**config.mk**
```make
export PLATFORM = sky130hd
export DESIGN_NAME = logic_unit_pipe
export DESIGN_NICKNAME = d
export VERILOG_FILES = /design/src/rtl/lu_pkg.sv /design/src/rtl/lu_pipe_stage.sv /design/src/rtl/logic_unit_pipe.sv
export SDC_FILE = /design/constraint.sdc
export NUM_CORES = 1
export LEC_CHECK = 0
export BUFFER_PORTS_ARGS = -buffer_cell sky130_fd_sc_hd__buf_2
export CAP_MARGIN = 10
export CORE_UTILIZATION = 56
export DETAILED_ROUTE_END_ITERATION = 6
export MAX_ROUTING_LAYER = met4
export PLACE_DENSITY = 0.89
export SLEW_MARGIN = 25
export SYNTH_ARGS = -nofsm -noshare
export SYNTH_HDL_FRONTEND = slang
export SYNTH_HIERARCHICAL = 1
export SYNTH_SLANG_ARGS = --single-unit
```
**constraint.sdc**
```tcl
create_clock -name clk -period 1.9 [get_ports clk]
set_input_delay 0.19 -clock clk [delete_from_list [all_inputs] [get_ports clk]]
set_output_delay 0.19 -clock clk [all_outputs]
set_load 0.01 [all_outputs]
```
**src/rtl/lu_pkg.sv**
```systemverilog
// Shared definitions for the pipelined logic unit: op codes and the bitwise evaluator.
// lu_eval works on LU_MAX_W-bit vectors; callers zero-extend operands and truncate the result.
package lu_pkg;

    localparam int unsigned LU_MAX_W = 64;

    typedef enum logic [2:0] {
        LU_AND  = 3'd0,
        LU_OR   = 3'd1,
        LU_NAND = 3'd2,
        LU_NOR  = 3'd3,
        LU_XOR  = 3'd4,
        LU_XNOR = 3'd5,
        LU_NOTA = 3'd6,
        LU_PASS = 3'd7
    } lu_op_t;

    function automatic logic [LU_MAX_W-1:0] lu_eval(
        input logic [LU_MAX_W-1:0] a,
        input logic [LU_MAX_W-1:0] b,
        input lu_op_t              op
    );
        logic [LU_MAX_W-1:0] res;
        case (op)
            LU_AND:  res = a & b;
            LU_OR:   res = a | b;
            LU_NAND: res = ~(a & b);
            LU_NOR:  res = ~(a | b);
            LU_XOR:  res = a ^ b;
            LU_XNOR: res = ~(a ^ b);
            LU_NOTA: res = ~a;
            default: res = a;
        endcase
        return res;
    endfunction

endpackage

```
**src/rtl/lu_pipe_stage.sv**
```systemverilog
// One elastic register stage: loads when empty or when downstream drains it.
// Data only updates on a valid beat, so a held or bubbled stage keeps its last value.
module lu_pipe_stage #(
    parameter int unsigned W = 8
) (
    input  logic         clk,
    input  logic         rst_n,
    input  logic         i_valid,
    output logic         o_ready,
    input  logic [W-1:0] i_data,
    output logic         o_valid,
    input  logic         i_ready,
    output logic [W-1:0] o_data
);

    logic         r_valid;
    logic [W-1:0] r_data;
    logic         w_adv;

    assign w_adv   = !r_valid || i_ready;
    assign o_ready = w_adv;
    assign o_valid = r_valid;
    assign o_data  = r_data;

    always_ff @(posedge clk or negedge rst_n) begin
        if (!rst_n) begin
            r_valid <= 1'b0;
            r_data  <= '0;
        end else if (w_adv) begin
            r_valid <= i_valid;
            if (i_valid) begin
                r_data <= i_data;
            end
        end
    end

endmodule

```
**src/rtl/logic_unit_pipe.sv**
```systemverilog
// Two-stage pipelined WIDTH-bit logic unit (WIDTH <= 64) with valid/ready on both sides.
// Define LOGIC_UNIT_FLAGS_EN to register zero/parity flags alongside y; otherwise they are tied to 0.
module logic_unit_pipe
    import lu_pkg::*;
#(
    parameter int unsigned WIDTH = 8
) (
    input  logic             clk,
    input  logic             rst_n,
    input  logic             in_valid,
    output logic             in_ready,
    input  logic [WIDTH-1:0] a,
    input  logic [WIDTH-1:0] b,
    input  logic [2:0]       op,
    output logic             out_valid,
    input  logic             out_ready,
    output logic [WIDTH-1:0] y,
    output logic             zero,
    output logic             parity
);

    localparam int unsigned S1_W = 3 + 2 * WIDTH;
`ifdef LOGIC_UNIT_FLAGS_EN
    localparam int unsigned S2_W = WIDTH + 2;
`else
    localparam int unsigned S2_W = WIDTH;
`endif

    logic                w_s1_valid;
    logic                w_s2_ready;
    logic [S1_W-1:0]     w_s1_data;
    logic [S2_W-1:0]     w_s2_in;
    logic [S2_W-1:0]     w_s2_data;
    logic [WIDTH-1:0]    w_s1_a;
    logic [WIDTH-1:0]    w_s1_b;
    lu_op_t              w_s1_op;
    logic [LU_MAX_W-1:0] w_a_ext;
    logic [LU_MAX_W-1:0] w_b_ext;
    logic [LU_MAX_W-1:0] w_eval;
    logic [WIDTH-1:0]    w_res;

    lu_pipe_stage #(.W(S1_W)) u_s1 (
        .clk     (clk),
        .rst_n   (rst_n),
        .i_valid (in_valid),
        .o_ready (in_ready),
        .i_data  ({op, a, b}),
        .o_valid (w_s1_valid),
        .i_ready (w_s2_ready),
        .o_data  (w_s1_data)
    );

    assign w_s1_op = lu_op_t'(w_s1_data[S1_W-1 -: 3]);
    assign w_s1_a  = w_s1_data[2*WIDTH-1:WIDTH];
    assign w_s1_b  = w_s1_data[WIDTH-1:0];

    always_comb begin
        w_a_ext              = '0;
        w_b_ext              = '0;
        w_a_ext[WIDTH-1:0]   = w_s1_a;
        w_b_ext[WIDTH-1:0]   = w_s1_b;
    end

    assign w_eval = lu_eval(w_a_ext, w_b_ext, w_s1_op);
    assign w_res  = w_eval[WIDTH-1:0];

`ifdef LOGIC_UNIT_FLAGS_EN
    // Store "non-zero" rather than "zero" so the reset-cleared register reads zero = 1 with y = 0.
    assign w_s2_in = {w_res, |w_res, ^w_res};
    assign y       = w_s2_data[WIDTH+1:2];
    assign zero    = ~w_s2_data[1];
    assign parity  = w_s2_data[0];
`else
    assign w_s2_in = w_res;
    assign y       = w_s2_data;
    assign zero    = 1'b0;
    assign parity  = 1'b0;
`endif

    lu_pipe_stage #(.W(S2_W)) u_s2 (
        .clk     (clk),
        .rst_n   (rst_n),
        .i_valid (w_s1_valid),
        .o_ready (w_s2_ready),
        .i_data  (w_s2_in),
        .o_valid (out_valid),
        .i_ready (out_ready),
        .o_data  (w_s2_data)
    );

endmodule

```
# Word-level counts from Yosys, hierarchy flattened
# Cells that the tools add are included.
# totals
regBits	29
output_inout_bits	12
elab_cells	25
# classes
n_mux	1
n_bitwise	7
eq_ne	6
reduce_logical	7
# op_table
op	n
$pmux W8 S7	1
$not A8 Y8	4
$eq A3 B3 Y1 const B	3
$and A8 B8 Y8	1
$or A8 B8 Y8	1
$xor A8 B8 Y8	1
$eq A3 B2 Y1 const B	2
$reduce_and A2 Y1	2
$eq A3 B1 Y1 const B	1
$logic_not A3 Y1	1
$logic_not A1 Y1	2
$logic_or A1 B1 Y1	2

# Logic depth before layout (Yosys ltp)
# Gate-level depths: netlist of the first run.
# logic_depth
ltp_word	4
mapped_depth	7

# Hierarchy
# Netlist of the first run, hierarchy kept.
# modules_own_cells
module	cells_per_inst	instances	area_per_inst_um2	seq_area_each_um2
lu_pipe_stage at u_s1	43	1	794.5	500.5
logic_unit_pipe	106	1	759.5	0.0
lu_pipe_stage at u_s2	20	1	385.4	225.2

# Worst setup path before layout of the first run
# OpenSTA, ideal clock, no wires.
# synth_path
kind	register to register
startpoint	register u_s1.r_data[10], in the netlist u_s1/o_data[10]
endpoint	register u_s2.r_data[2], in the netlist u_s2/o_data[2]
required_time_ns	1.775
synth_period_minus_slack_ns	1.558
arrival_ns	1.433
setup_time_ns	0.125
slack_ns	0.342
stages_incl_launch_ff	8
cell_sequence	dfrtp_1 -> inv_1 -> ha_1 -> o211a_1 -> a31oi_1 -> nand3b_1 -> o311a_1 -> mux2_4
# synth_via
elab_chain_len	3
elab_cells_between_ends	8
classes_between	mux: 1; bitwise: 7
# synth_lines
item	line	rtl
from (decl)	lu_pipe_stage.sv:17	logic [W-1:0] r_data;
from (signal assigned)	lu_pipe_stage.sv:32	r_data <= i_data;
$xor A8 B8 Y8, or another cell as far along	lu_pkg.sv:29, lu_pkg.sv:30	
$not A8 Y8, on equally long branches	lu_pkg.sv:30, lu_pkg.sv:27, lu_pkg.sv:28	
$pmux W8 S7 (*)	lu_pkg.sv:24	case (op)
via w_eval[2]	logic_unit_pipe.sv:39	logic [LU_MAX_W-1:0] w_eval;
to (signal assigned)	lu_pipe_stage.sv:32	
to (decl)	lu_pipe_stage.sv:17	
# Mark *: on every way through the listed nets, which the timed path passes. The rest lies on a longest branch.
# A chain may end at the register's enable or synchronous reset.

# Final worst setup path of the first run
# Ends and elaborated chain as after synthesis.

==> results of run 1 <==
==> registers in the layout, indices dropped and copies added, names as in the netlist <==
register and flops:
u_s1/o_valid 1, u_s2/o_valid 1, u_s1/o_data 19, u_s2/o_data 8
==> worst paths after layout <==
check	from	to	slack, ns	cells after the start
max	u_s1/o_data[10]	u_s2/o_data[2]	0.13	7
min	a[5]	u_s1/o_data[13]	0.08	2
max reg2reg	u_s1/o_data[10]	u_s2/o_data[2]	0.13	7
min reg2reg	u_s2/o_data[1]	u_s2/o_data[1]	0.51	1
max in group asynchronous	rst_n	u_s1/o_data[12]	1.07	2
min in group asynchronous	rst_n	u_s2/o_data[0]	0.41	2
==> metal layers <==
layer | global-route usage (%) | vias to the layer above | part of all wire, %
met4 | 9.740 | 0 | 1.6
met1 | 23.70 | 579 | 46
met2 | 33.59 | 35 | 48
met5 | - | - | 0
li1 | - | 627 | -
met3 | 4.478 | 5 | 4.5
==> power groups by stage <==
stage               combinational, W  clock, W  sequential, W
floorplan                   0.000653         0       0.000908
global placement            0.000854         0       0.000885
detailed placement          0.000896         0       0.000895
CTS                         0.000900  0.000390       0.000882
global route                 0.00100  0.000415       0.000904
finish                      0.000891  0.000378       0.000881
==> repair_timing <==
item / in CTS / in global routing
endpoints found under the hold margin: 29 / 0
resized for setup: 0 / 0
hold buffers: 1 / 0
==> cell families (layout without fill, tap and decap cells) <==
| logic type | Yosys count | count (layout) | synth area share, % |
|---|---|---|---|
| mux | 34 | 34 | 22.77 |
| flops | 29 | 29 | 37.42 |
| buf+inv | 29 | 65 | 8.064 |
| simple gates | 27 | 27 | 8.451 |
| compound gates | 19 | 19 | 6.452 |
| fa+ha+maj | 16 | 16 | 10.32 |
| xor+xnor | 14 | 14 | 6.322 |
| other cells | 1 | 2 | 0.1934 |
==> cell usage after synthesis (all sizes together) (2+ instances only) <==
master and count:
ha 16, or2 2, nand2b 4, buf 10
mux2 27, dfrtp 29, a21oi 10, mux2i 7
xor2 4, nand2 5, xnor2 10, nor2 13
o21ai 2, inv 19, o31ai 2
==> stage by stage <==
step	setup WS (ns)	cell area, um^2	hold slack (ns)	total power (W)	cells
6_report	0.1275	2186	0.08330	0.002150	252
5_1_grt	0.02858	2186	0.08120	0.002323	252
4_1_cts	0.1538	2186	0.07784	0.002173	252
3_5_place_dp	0.1892	2121	0.2518	0.001791	244
3_3_place_gp	0.2965	2121	0.2420	0.001739	244
2_1_floorplan	0.3416	1943	-0.1056	0.001561	170
==> critical path, delay by kind of cell (launching register included) <==
family / cells / cell delay [ns]
compound gates: 3 / 0.57
flops: 1 / 0.44
mux: 1 / 0.27
fa+ha+maj: 1 / 0.21
simple gates: 1 / 0.12
buf+inv: 1 / 0.07
==> area by class of cell <==
class / instances / area share, %
flip-flops and latches: 29 / 33.20
clock buffers: 7 / 2.519
multi-input cells: 112 / 48.54
repair buffers: 39 / 9.845
well taps: 46 / 2.633
inverters: 19 / 3.263
==> results.md, run 1 <==
- Sequential fraction of the synthesis area: 37.42%
- Fmax: 564.2 MHz
- Synthesis-to-finish area growth: 12.71%
- Max-cap viol count: 0
- Slew margin rel.: 57.52%
- Worst-path maximum fanout: 5
- # clock sinks: 29
- Total vias in the final route: 1246
- FF+latch area: 725.7 um^2
- CP max stage cell: dfrtp_1
- Main flop type after synthesis: dfrtp_1
- Ys async rst share: 100.0%
- Hold/Removal Path Class: input pin to register
- Vias per inst: 4.944
- Largest net degree at the start of global routing: 30
- Nets@finish: 245
- Worst-skew pair later-pin latency: 0.33 ns
- Initial antenna violation count: 0
- Final Cycle Share: 93.29%
- NetSw: 0.0007147 W
- GRT Total Usage: 20.46%
- Hold Vio Cnt, Final: 0
- Final slew viol count: 0
- Synth Area per Inst: 11.48 um^2
- Outcome: finished clean
- Die width: 60.85 um
- Critical Path AT: 1.99 ns
- Leakage: 1.142 nW
- Detailed-route wire length per cell: 12.38 um
- DRT Wirelength: 3120 um
- # fillers: 272
- CTS tree: done
- Deepest clock path buffer count: 2
- VDD IR max: 0.4634 mV
- PortBufs: 32
- Final setup violation count: 0
- Reg power frac: 41.0%
- Area leader, netlist: dfrtp_1
- Share of layout cells above drive strength 1: 38.83%
- Startpoint Class: register
- CORE AREA: 3337 um^2
- Syn. warnings: 6
- Post-CTS setup buffers: 0
- Antenna diodes: 0
- Multi-input gate area: 1061 um^2
- Gate power share: 41.4%
- Synth Instances: 169
- Clk_skew: 0.007685 ns
- CP max stage delay: 0.44 ns
- Internal Power: 0.001435 W
- Post-synthesis register bit count: 29
- Io pins: 35
- WS Path Type: register to register
- RSZ-0062 raised after global routing: no
- Htree depth: 2
- Syn Std Cell Area: 1939 um^2
- DP HPWL: 2378 um
- Drt pass-1 iters: 4
- Post-synth top area share: 37.42%
- Fin crit period: 1.773 ns
- Sw Ratio: 33.24%
- Detailed Route Iter0 Violations: 12
- Worst path cell trace: inv_1 > ha_1 > o211a_1 > a31oi_1 > nand3b_1 > o311a_1 > mux2_4
- Most common cell after layout, fill and taps aside: buf_2
- Worst Path Required: 2.12 ns
- Post-route core utilization: 65.50%
- GPL Wtd Cong: 0.7965
- Global-route wire length before repair: 5250 um
- Worst Setup End Kind: register
- Post-synth EDFFs: 0
- Root Driver: clkbuf_4
- Netlist cell types: 32
- Die H: 60.85 um
- Least-Margin Pin Slew: 0.6372 ns
- Row count: 21
- Starting density of the core: 58.12%
- Setup total negative slack: 0 ns
- # DRC: 0
- Grt total ovfl: 0
- Most frequent cells in the layout: buf_2, dfrtp_1, inv_1, mux2_4, ha_1
- Clk slew on worst S/H paths: 0.09 ns
- Synth area leaders: dfrtp_1, mux2_4, ha_1
- Pwr/cell area: 983.5 nW/um^2
- Clock share of power: 17.6%
- Post-route ant nets: 0
- DIE AREA: 3703 um^2
- Total CTS buffers: 5
- Vias in the first global route: 1234
(Power assumes the default switching activity.)
==> run 2: changes to the inputs <==
- ABC_AREA: default -> 1
- CORE_UTILIZATION: 56 -> 57
==> run 2 against run 1 <==
Effect of this change: worst hold slack better by 0.038 ns; non-clock buffer count is 1 higher; clock skew is 0.0026 ns higher; largest cell class unchanged; highest routed layer unchanged.
==> results.md, run 2 <==
- Total vias in the final route: 2158 (was 1246)
- Post-CTS Resized: 0 (unchanged)
- Most frequent cells in the layout: nand2_1, nand3_1, inv_1 (was buf_2, dfrtp_1, inv_1, mux2_4, ha_1)
- Worst r2r src: u_s1/o_data[17] (was u_s1/o_data[10])
- Netlist cell types: 19 (was 32)
- Detailed Route Iter0 Violations: 178 (was 12)
- Row count: 22 (was 21)
- Largest net degree at the start of global routing: 30 (unchanged)
- Share of layout cells above drive strength 1: 18.95% (was 38.83%)
- Setup total negative slack: 0 ns (unchanged)
- GPL Wtd Cong: 0.8804 (was 0.7965)
- Die width: 64.91 um (was 60.85 um)
- Global-route wire length before repair: 9066 um (was 5250 um)
- Post-route ant nets: 0 (unchanged)
- Post-synth EDFFs: 0 (unchanged)
- Syn Std Cell Area: 2256 um^2 (was 1939 um^2)
- RSZ-0062 raised after global routing: no (unchanged)
- Worst-path maximum fanout: 16 (was 5)
- Clk_skew: 0.01027 ns (was 0.007685 ns)
- Slew margin rel.: 56.58% (was 57.52%)
- Detailed-route wire length per cell: 13.41 um (was 12.38 um)
- Post-CTS setup buffers: 0 (unchanged)
- Sequential fraction of the synthesis area: 32.17% (was 37.42%)
- CORE AREA: 3716 um^2 (was 3337 um^2)
- Reg power frac: 39.0% (was 41.0%)
- Clk slew on worst S/H paths: 0.07 ns (was 0.09 ns)
- Starting density of the core: 60.71% (was 58.12%)
- Deepest clock path buffer count: 2 (unchanged)
- Hold Crit Start: b[0] (was a[5])
- WS Path Type: register to register (unchanged)
- Root Driver: clkbuf_8 (was clkbuf_4)
- Hold slack: 0.1215 ns (was 0.08330 ns)
- Fin crit period: 1.763 ns (was 1.773 ns)
- DIE AREA: 4213 um^2 (was 3703 um^2)
- Final setup violation count: 0 (unchanged)
- Worst-skew pair later-pin latency: 0.30 ns (was 0.33 ns)
- Initial antenna violation count: 0 (unchanged)
- PortBufs: 32 (unchanged)
- Max FFs per register: 19 (unchanged)
- Commonest cells in the netlist: nand2_1, nand3_1, inv_1, dfrtp_1, nor2_1 (was dfrtp_1, inv_1, mux2_4, ha_1, nor2_1)
- Htree depth: 2 (unchanged)
- Sw Ratio: 40.91% (was 33.24%)
- Post-synthesis register bit count: 29 (unchanged)
- Hold path endpoint: u_s1/o_data[0] (was u_s1/o_data[13])
- Top-count cell post-synth: nand2_1 (was dfrtp_1)
- Synth Area per Inst: 7.184 um^2 (was 11.48 um^2)
- Least-Margin Pin Slew: 0.6513 ns (was 0.6372 ns)
- # fillers: 344 (was 272)
- Synth area leaders: dfrtp_1, nand2_1, nand3_1 (was dfrtp_1, mux2_4, ha_1)
- Post-synth top area share: 32.17% (was 37.42%)
- Setup ws final: 0.1371 ns (was 0.1275 ns)
- R2R Path End: u_s2/o_data[4] (was u_s2/o_data[2])
- Final non-filler cell area: 2465 um^2 (was 2186 um^2)
- GRT Total Usage: 29.45% (was 20.46%)
- Area leader, netlist: dfrtp_1 (unchanged)
- Io pins: 35 (unchanged)
- Most common cell after layout, fill and taps aside: nand2_1 (was buf_2)
- Hold Crit Depth: 3 (was 2)
- DP HPWL: 3677 um (was 2378 um)
- Fmax: 567.3 MHz (was 564.2 MHz)
- Clock share of power: 22.5% (was 17.6%)
- Drt pass-1 iters: 4 (unchanged)
- Nets@finish: 382 (was 245)
- Vias per inst: 5.519 (was 4.944)
- Antenna diodes: 0 (unchanged)
- DRT Wirelength: 5245 um (was 3120 um)
- Gate power share: 38.5% (was 41.4%)
- NetSw: 0.0009557 W (was 0.0007147 W)
- Worst Setup End Kind: register (unchanged)
- Synth Instances: 314 (was 169)
- Startpoint Class: register (unchanged)
- FF-to-FF path depth: 7 (unchanged)
- Outcome: finished clean (unchanged)
- Pre-CTS WS: 0.2846 ns (was 0.1892 ns)
- # clock sinks: 29 (unchanged)
- Reg2reg setup slack: 0.14 ns (was 0.13 ns)
- Syn. warnings: 6 (unchanged)
- VDD IR max: 0.6338 mV (was 0.4634 mV)
- Grt total ovfl: 0 (unchanged)
- CTS tree: done (unchanged)
- Critical Path AT: 2.00 ns (was 1.99 ns)
- Internal Power: 0.001381 W (was 0.001435 W)
- Final Cycle Share: 92.78% (was 93.29%)
- Final slew viol count: 0 (unchanged)
- Area post-placement: 2369 um^2 (was 2121 um^2)
- Main flop type after synthesis: dfrtp_1 (unchanged)
- # DRC: 0 (unchanged)
- Synthesis-to-finish area growth: 9.262% (was 12.71%)
- Max-cap viol count: 0 (unchanged)
- Ys async rst share: 100.0% (unchanged)
- Pwr/cell area: 947.8 nW/um^2 (was 983.5 nW/um^2)
- Vias in the first global route: 2135 (was 1234)
- Total CTS buffers: 5 (unchanged)
- Hold/Removal Path Class: input pin to register (unchanged)
- Die H: 64.91 um (was 60.85 um)
- Hold Vio Cnt, Final: 0 (unchanged)
- Worst Path Required: 2.14 ns (was 2.12 ns)
- Leakage: 1.440 nW (was 1.142 nW)
## run 2: stage by stage
step           util (%)  instances  power, W
5_1_grt           66.33        391  0.002505
3_5_place_dp      63.74        383  0.001796
3_3_place_gp      63.74        383  0.001752
2_1_floorplan         -        315  0.001550
6_report          66.33        391  0.002336
4_1_cts           66.33        391  0.002320
## run 2: worst max-delay path, cell delays in order, from the launching register on
cell	delay, ns
dfrtp_1	0.59
nor2_4	0.52
nand3_1	0.12
nand2_1	0.09
nor2_1	0.05
nand3_1	0.09
nand3_1	0.13
nand2_1	0.12
## run 2: worst max path at each step
| stage | from | endpoint | slack (ns) | cells past startpoint |
|---|---|---|---|---|
| floorplan | u_s1/o_data[17] | u_s2/o_data[1] | 0.63 | 9 |
| global placement | u_s1/o_data[17] | u_s2/o_data[4] | 0.33 | 7 |
| detailed placement | u_s1/o_data[17] | u_s2/o_data[3] | 0.28 | 7 |
| CTS | u_s1/o_data[17] | u_s2/o_data[4] | 0.20 | 7 |
| global route | u_s1/o_data[17] | u_s2/o_data[4] | 0.06 | 7 |
| finish | u_s1/o_data[17] | u_s2/o_data[4] | 0.14 | 7 |
## run 2: what timing repair did
item	in CTS	in global routing
endpoints found under the hold margin	29	0
endpoints found under the setup margin	0	0
hold buffers	1	0
## run 2: final cells by class
cell class	instances	area (um^2)	area share, %
multi-input combinational	222	1196	48.53
clock buffer	7	86.33	3.503
sequential	29	725.7	29.44
timing repair buffer	40	222.7	9.036
tap	48	60.06	2.437
inverter	45	173.9	7.056
## run 2: logic make-up after synthesis
logic type	count (synthesis)	share of synthesized area, %
buffers and inverters	64	14.97
other	1	0.1662
DFF	29	32.17
adders and majority gates	16	8.874
and+or+nand+nor	204	43.82
## run 2: per-layer routing
metal	part of all wire (%)	global-route usage, %	up-vias
met1	39	32.18	973
met5	0	-	-
met3	8.0	6.162	25
li1	-	-	1049
met2	50	48.70	111
met4	3.7	18.33	0
## run 2: power groups by stage
| stage | registers (W) | clock network [W] | logic, W |
|---|---|---|---|
| global route | 0.000932 | 0.000552 | 0.00102 |
| finish | 0.000912 | 0.000525 | 0.000900 |
| CTS | 0.000907 | 0.000520 | 0.000892 |
| global placement | 0.000910 | 0 | 0.000842 |
| floorplan | 0.000904 | 0 | 0.000646 |
| detailed placement | 0.000917 | 0 | 0.000879 |
==> run 3: changes to the inputs <==
- CORE_UTILIZATION: 57 -> 59
- CTS_BUF_LIST: default -> sky130_fd_sc_hd__clkbuf_4
- PLACE_DENSITY: 0.89 -> 0.91
- clock period: 1.9 -> 1.75 ns (I/O delays scaled with it)
==> run 3 against run 2 <==
Effect of this change: register-to-register slack barely moved; critical path depth fell by 2; count of clock-buffer cells in the layout fell by 1; combinational power rose by 10%; power rose by 7.5%; routed wire length fell by 2.9%; largest power group is now combinational logic; via count fell by 2.1%; clock skew fell by 0.0013 ns; sequential cell count did not move; sequential power rose by 7.0%; worst setup slack got worse by 0.011 ns; cell area rose by 0.51%.
==> results.md, run 3 (synthesized netlist as in run 2, its figures left out) <==
- Vias per inst: 5.360 (was 5.519)
- Hold Vio Cnt, Final: 0 (unchanged)
- Root Driver: clkbuf_4 (was clkbuf_8)
- Deepest clock path buffer count: 2 (unchanged)
- # fillers: 304 (was 344)
- RSZ-0062 raised after global routing: no (unchanged)
- Share of layout cells above drive strength 1: 19.65% (was 18.95%)
- Starting density of the core: 61.62% (was 60.71%)
- CP max stage cell: dfrtp_1 (unchanged)
- Area post-placement: 2384 um^2 (was 2369 um^2)
- Leakage: 1.453 nW (was 1.440 nW)
- CP max stage delay: 0.42 ns (was 0.59 ns)
- DRT Wirelength: 5093 um (was 5245 um)
- Vias in the first global route: 2112 (was 2135)
- CORE AREA: 3661 um^2 (was 3716 um^2)
- Routed wl met2: 2544 um (was 2599 um)
- Total CTS buffers: 5 (unchanged)
- Worst-skew pair later-pin latency: 0.33 ns (was 0.30 ns)
- Max-cap viol count: 0 (unchanged)
- Fmax: 615.9 MHz
- GRT Total Usage: 29.61% (was 29.45%)
- Die width: 63.84 um (was 64.91 um)
- Max FFs per register: 19 (unchanged)
- VDD IR max: 0.5649 mV (was 0.6338 mV)
- # clock sinks: 29 (unchanged)
- Worst path cell trace: nand2_4 > inv_1 > nand2_2 > buf_4 > buf_2 (was nor2_4 > nand3_1 > nand2_1 > nor2_1 > nand3_1 > nand3_1 > nand2_1)
- Slew margin rel.: 57.67% (was 56.58%)
- Die H: 63.84 um (was 64.91 um)
- GPL Wtd Cong: 0.8928 (was 0.8804)
- Hold/Removal Path Class: input pin to register (unchanged)
- Largest net degree at the start of global routing: 30 (unchanged)
- Total vias in the final route: 2112 (was 2158)
- Global-route wire length before repair: 9011 um (was 9066 um)
- PortBufs: 32 (unchanged)
- Drt pass-1 iters: 4 (unchanged)
- DIE AREA: 4075 um^2 (was 4213 um^2)
- Htree depth: 2 (unchanged)
- Startpoint Class: register (unchanged)
- DRT met1 WL: 2096 um (was 2033 um)
- Fin crit period: 1.624 ns
- Final non-filler cell area: 2477 um^2 (was 2465 um^2)
- Critical Path AT: 1.45 ns (was 2.00 ns)
- Final slew viol count: 0 (unchanged)
- Worst Path Required: 1.57 ns (was 2.14 ns)
- Setup total negative slack: 0 ns (unchanged)
- Post-CTS setup buffers: 0 (unchanged)
- Met3 WL: 308 um (was 417 um)
- Detailed-route wire length per cell: 12.93 um (was 13.41 um)
- Most common cell after layout, fill and taps aside: nand2_1 (unchanged)
- Initial antenna violation count: 0 (unchanged)
- Io pins: 35 (unchanged)
- WS Path Type: register to primary output (was register to register)
- Outcome: finished clean (unchanged)
- Least-Margin Pin Slew: 0.6349 ns (was 0.6513 ns)
- CTS tree: done (unchanged)
- Clk slew on worst S/H paths: 0.09 ns (was 0.07 ns)
- Post-route ant nets: 0 (unchanged)
- Final Cycle Share: 92.77%
- Antenna diodes: 0 (unchanged)
- Grt total ovfl: 0 (unchanged)
- # DRC: 0 (unchanged)
- Final setup violation count: 0 (unchanged)
- Most frequent cells in the layout: nand2_1, nand3_1, inv_1 (unchanged)
- Nets@finish: 384 (was 382)
- Synthesis-to-finish area growth: 9.817% (was 9.262%)
- Worst Setup End Kind: primary output (was register)
- Detailed Route Iter0 Violations: 134 (was 178)
- DP HPWL: 3588 um (was 3677 um)
- Clk_skew: 0.008956 ns (was 0.01027 ns)
- Top routing layer used: met4 (unchanged)
- Row count: 22 (unchanged)
- Worst-path maximum fanout: 21 (was 16)
- Pwr/cell area: 1014 nW/um^2 (was 947.8 nW/um^2)
run 3: cell count changes in the layout (fill, tap and decap cells not counted), sizes merged:
| cell | before | now |
|---|---|---|
| buf | 39 | 41 |
| clkinv | 0 | 1 |
| bufinv | 0 | 1 |
| clkbuf | 7 | 6 |
run 3: area by class of cell:
class	instances	area, um^2	area share (%)
Multi-Input combinational cell	222	1201	48.48
Sequential cell	29	725.7	29.29
Timing Repair Buffer	42	237.7	9.596
Inverter	45	173.9	7.020
Tap cell	48	60.06	2.424
Clock buffer	6	45.04	1.818
Clock inverter	2	33.78	1.364
run 3: worst paths after layout:
check	to	slack [ns]	depth (start not counted)	startpoint
setup / recovery	in_ready	0.13	5	u_s2/o_valid
hold / removal	u_s1/o_data[9]	0.07	3	a[1]
setup reg to reg	u_s2/o_data[2]	0.14	7	u_s1/o_data[17]
hold reg to reg	u_s2/o_data[7]	0.48	2	u_s2/o_data[7]
max in group asynchronous	u_s1/o_data[11]	0.92	2	rst_n
min in group asynchronous	u_s2/o_data[1]	0.41	2	rst_n
run 3: timing repair:
item / CTS / global route
hold endpoints to repair: 29 / 0
hold buffers: 1 / 0
setup endpoints to repair: 0 / 1
gates resized for setup: 0 / 1
run 3: worst max-delay path, delay by kind of cell (launching register included):
kind                   cells  cell delay, ns
DFF                        1            0.42
and+or+nand+nor            2            0.21
buffers and inverters      3            0.48
run 3: layer usage:
layer / GRT usage [%] / up-vias
met5: - / -
met4: 16.19 / 0
met3: 5.179 / 15
met2: 48.54 / 81
met1: 34.36 / 970
li1: - / 1046
run 3: where the power goes:
group          leakage [nW]  switching, W  internal [W]
sequential            0.356      0.000152      0.000825
clock                0.0433      0.000231      0.000313
combinational          1.05      0.000623      0.000368
run 3: per-stage QoR:
step / hold slack [ns] / utilization (%) / setup WS, ns / total power, W / cells
floorplan: -0.1206 / - / 0.4782 / 0.001682 / 315
global placement: 0.2300 / 65.11 / 0.2625 / 0.001906 / 385
detailed placement: 0.2329 / 65.11 / 0.1877 / 0.001955 / 385
CTS: 0.06116 / 67.53 / 0.05916 / 0.002504 / 394
global route: 0.07004 / 67.67 / 0.04231 / 0.002715 / 394
finish: 0.06599 / 67.67 / 0.1265 / 0.002511 / 394
